===== src/rtl/mem_rr_arbiter.sv =====
// Two-requester round-robin arbiter sharing one synchronous memory port.
// One transaction in flight; read data returned after RD_LAT cycles.
module mem_rr_arbiter #(
    parameter int unsigned ADDR_W = 32,
    parameter int unsigned DATA_W = 32,
    parameter int unsigned RD_LAT = 1
) (
    input  logic              clk,
    input  logic              reset_n,
    input  logic              req0,
    input  logic              req1,
    input  logic              we0,
    input  logic              we1,
    input  logic [ADDR_W-1:0] addr0,
    input  logic [ADDR_W-1:0] addr1,
    input  logic [DATA_W-1:0] wdata0,
    input  logic [DATA_W-1:0] wdata1,
    output logic              gnt0,
    output logic              gnt1,
    output logic              rvalid0,
    output logic              rvalid1,
    output logic [DATA_W-1:0] req_rdata,
    output logic              write,
    output logic              read,
    output logic [ADDR_W-1:0] addr,
    output logic [DATA_W-1:0] wdata,
    input  logic [DATA_W-1:0] rdata
);

    localparam int unsigned CNT_W = 2;

    typedef enum logic [1:0] {
        IDLE    = 2'd0,
        ISSUE   = 2'd1,
        WAIT_RD = 2'd2,
        RESP    = 2'd3
    } state_t;

    state_t             state_q;
    logic [CNT_W-1:0]   cnt_q;
    logic               win_q;
    logic               last_gnt_q;
    logic               gnt0_q, gnt1_q;
    logic               write_q, read_q;
    logic               rvalid0_q, rvalid1_q;
    logic [ADDR_W-1:0]  addr_q;
    logic [DATA_W-1:0]  wdata_q;
    logic [DATA_W-1:0]  req_rdata_q;

    // Requester 1 wins when alone, or on a tie when 0 was granted last.
    logic               pick1_c;
    logic               sel_we_c;
    logic [ADDR_W-1:0]  sel_addr_c;
    logic [DATA_W-1:0]  sel_wdata_c;

    assign pick1_c     = req1 & (~req0 | ~last_gnt_q);
    assign sel_we_c    = pick1_c ? we1    : we0;
    assign sel_addr_c  = pick1_c ? addr1  : addr0;
    assign sel_wdata_c = pick1_c ? wdata1 : wdata0;

    always_ff @(posedge clk or negedge reset_n) begin
        if (!reset_n) begin
            state_q     <= IDLE;
            cnt_q       <= '0;
            win_q       <= 1'b0;
            last_gnt_q  <= 1'b1;
            gnt0_q      <= 1'b0;
            gnt1_q      <= 1'b0;
            write_q     <= 1'b0;
            read_q      <= 1'b0;
            rvalid0_q   <= 1'b0;
            rvalid1_q   <= 1'b0;
            addr_q      <= '0;
            wdata_q     <= '0;
            req_rdata_q <= '0;
        end else begin
            gnt0_q      <= 1'b0;
            gnt1_q      <= 1'b0;
            write_q     <= 1'b0;
            read_q      <= 1'b0;
            rvalid0_q   <= 1'b0;
            rvalid1_q   <= 1'b0;
            addr_q      <= '0;
            wdata_q     <= '0;
            req_rdata_q <= '0;
            case (state_q)
                IDLE: begin
                    if (req0 || req1) begin
                        win_q      <= pick1_c;
                        last_gnt_q <= pick1_c;
                        gnt0_q     <= ~pick1_c;
                        gnt1_q     <= pick1_c;
                        write_q    <= sel_we_c;
                        read_q     <= ~sel_we_c;
                        addr_q     <= sel_addr_c;
                        wdata_q    <= sel_we_c ? sel_wdata_c : '0;
                        state_q    <= ISSUE;
                    end
                end
                ISSUE: begin
                    if (write_q) begin
                        state_q <= IDLE;
                    end else begin
                        cnt_q   <= CNT_W'(RD_LAT - 1);
                        state_q <= WAIT_RD;
                    end
                end
                WAIT_RD: begin
                    // Counter reaches 0 in the cycle memory rdata is valid.
                    if (cnt_q == '0) begin
                        req_rdata_q <= rdata;
                        rvalid0_q   <= ~win_q;
                        rvalid1_q   <= win_q;
                        state_q     <= RESP;
                    end else begin
                        cnt_q <= cnt_q - 1'b1;
                    end
                end
                RESP: begin
                    state_q <= IDLE;
                end
                default: begin
                    state_q <= IDLE;
                end
            endcase
        end
    end

    assign gnt0      = gnt0_q;
    assign gnt1      = gnt1_q;
    assign write     = write_q;
    assign read      = read_q;
    assign addr      = addr_q;
    assign wdata     = wdata_q;
    assign rvalid0   = rvalid0_q;
    assign rvalid1   = rvalid1_q;
    assign req_rdata = req_rdata_q;

endmodule


===== config.mk =====
export PLATFORM = sky130hd
export DESIGN_NAME = mem_rr_arbiter
export DESIGN_NICKNAME = d
export VERILOG_FILES = /design/src/rtl/mem_rr_arbiter.sv
export SDC_FILE = /design/constraint.sdc
export NUM_CORES = 1
export LEC_CHECK = 0
export ABC_AREA = 1
export CAP_MARGIN = 20
export CORE_UTILIZATION = 30
export DETAILED_ROUTE_END_ITERATION = 8
export PLACE_DENSITY = 0.67
export SLEW_MARGIN = 10
export SYNTH_ARGS = -nofsm -noshare
export SYNTH_HDL_FRONTEND = slang
export SYNTH_SLANG_ARGS = --single-unit
export TNS_END_PERCENT = 20

===== constraint.sdc =====
create_clock -name clk -period 1.6 [get_ports clk]
set_input_delay 0.32 -clock clk [delete_from_list [all_inputs] [get_ports clk]]
set_output_delay 0.32 -clock clk [all_outputs]
set_load 0.01 [all_outputs]

==> out/summary.txt <==
Synthesized area - 4370 um^2
WP data required - 1.28 ns
Total congestion overflow - 0
Clock Latency Late Sink - 0.34 ns
Final setup violation count - 0
Leak Pwr - 3.81 nW
Reg clk slew, reported paths - 0.07 ns
Antenna Cells - 0
Post-CTS Setup Repair Bufs - 0
Post-route ant nets - 0
Final Hold Fails - 0
Num ports - 268
Placed insts - 936
Core ar. - 14000 um^2
Warnings from Yosys - 0
DRC - 0
Mean Syn Cell Area - 8.70 um^2
Total number of H-tree levels - 3
Share of the synthesized area in the top cell type - 61.3%
R2R cell count - 6
Post-synthesis sequential area ratio - 61.9%
IO Port Bufs - 267
Iter 0 DRT Violations - 206
Max Clk Rate - 643 MHz
Final wirelength - 12700 um
Power per cell area - 1320 nW/um^2
Crit start category - flop
Worst reg2reg path startpoint - last_gnt_q
Hold_sp - win_q
Total Routing Usage GR - 17.0%
Top post-synthesis cells by area - dfrtp_1 (61%), nor2_1 (12%), nand2_1 (9.2%)
Slowest stage cell, crit path - clkdlybuf4s50_1
Worst VDD drop - 0.587 mV
Clock Tree Buf Depth - 2
Critical Path End Type - output pin
Sink Count - 108
Critical path depth - 1
Final critical-path required period - 1.56 ns
Post-Syn Nets - 669
Status - completed
Initial antenna violation count - 0
Routed vias/inst - 4.37
Die Wd - 123 um
Drt pass-1 iters - 4
Most common cell in the synthesized netlist - nor2_1
Crit-path max FO - 1
Ordered cell list for the critical path - clkdlybuf4s50_1
Finished layout cell area - 7670 um^2
Rel. slew slack - 78.2%
Final Util - 54.7%
Starting density of the core - 31.1%
R2r setup slk - 0.26 ns
Clock skew - 0.00917 ns
Worst hold stages - 1
Row cnt - 43
Hold_ws - 0.422 ns
Total power - 10.1 mW
Crit path max-delay family - buffers and inverters
Final Non-Filler Cells - 952
Worst path buffer plus inverter count - 1
CP max stage delay - 0.57 ns
Post-Synthesis Cells - 502
CTS buffer count - 9
Seq cells post-synth - 108
Share of cells above drive strength 1 - 4.66%
Ys flop type - dfrtp_1
Area grow syn2layout - 75.8%
Post-synth top cells - nor2_1 (135), dfrtp_1 (107), nand2_1 (107)
Worst slew pin tran - 0.327 ns
Critical Path Start - wdata[1]
Crit share post-route - 97.3%
Root buffer cell - clkbuf_16
Final net count - 935
Cell taking the most area after synthesis - dfrtp_1
Gpl congestion - 0.794
Cell Area, Placed - 7320 um^2
Largest net degree at the start of global routing - 48
Maxcap violations - 0
Unique masters post-synth - 18
Hpwl dp - 9880 um
Die Ht - 123 um
First-pass GRT wire length - 19400 um
Min-delay worst type - reg -> reg
Critical R2R Capture - wdata[9]
Pre-CTS WS - -0.185 ns
Max Transition Viols Final - 0
Post-route setup TNS - 0 ns
Worst Setup Slack, final - 0.0440 ns
Die ar. - 15000 um^2
Hold Path End - rvalid0
Unrepaired setup endpoints after global routing - no
CTS tree - built
Number of flops mapped to enable cells by yosys - 0
Number of global-route vias before repair - 4024
DR WL/cell - 13.3 um
WS Path Type - reg -> out
Asr flop ratio synth - 100%
Via Count - 4157
Crit path arrival time - 1.24 ns
state kept, by name (all words and copies together), names as in the netlist, named ones only:
signal,count
rvalid0,1
last_gnt_q,1
gnt1,1
req_rdata,32
win_q,1
wdata,32
rvalid1,1
read,1
state_q,1
addr,32
cnt_q,2
gnt0,1
write,1
how the worst max path moves through the flow:
stage | endpoint | slack, ns
floorplan | req_rdata[1] | 0.35
finish | wdata[1] | 0.04
CTS | rvalid0 | 0.007
global route | wdata[21] | 0.0008
detailed placement | wdata[16] | -0.19
global placement | addr[27] | -0.15
what timing repair did:
item                                   4_1_cts  5_1_grt
hold buffers                                 1        0
endpoints found under the hold margin       20        0
setup endpoints to repair                    1        7
gates resized for setup                      1        7
power breakdown:
part | switching, mW | internal [mW] | leakage [nW]
registers | 0.214 | 3.42 | 1.46
logic | 1.99 | 2.06 | 2.19
clock network | 0.916 | 1.52 | 0.160
kinds of logic after synthesis:
family | count (synthesis) | share of synthesized area [%]
AND/OR/NAND/NOR | 282 | 25.9
flip-flops | 108 | 61.9
adder cells (fa/ha/maj) | 1 | 0.286
buffers and inverters | 76 | 7.91
AO/OA/AOI/OAI | 35 | 4.01
cell type report:
cell class                      count  area [um^2]
Clock buffer                       11          233
Clock inverter                      4         98.8
Timing Repair Buffer              285         2920
Fill cell                        1221         6370
Tap cell                          180          225
Multi-Input combinational cell    318         1320
Sequential cell                   108         2700
Inverter                           46          173
layer usage:
metal | share of wire, % | GRT usage [%] | routed length [um] | vias up
met4 | 3.0 | 8.08 | 374 | 0
met3 | 9.0 | 5.16 | 1140 | 28
met2 | 48 | 29.4 | 6130 | 192
li1 | - | - | - | 2047
met5 | 0 | 0 | 0 | -
met1 | 40 | 19.0 | 5020 | 1890
cells in the final DEF (no fill, tap or decap), drive strengths merged, types with 2 or more instances in the layout:
cell           count
buf               18
bufinv             3
clkbuf            11
clkdlybuf4s50    258
clkinv             2
dfrtp            107
dlymetal6s2s       7
inv               45
nand2            109
nand3             37
nor2             136
o21ai             34
(Power assumes the default switching activity.)
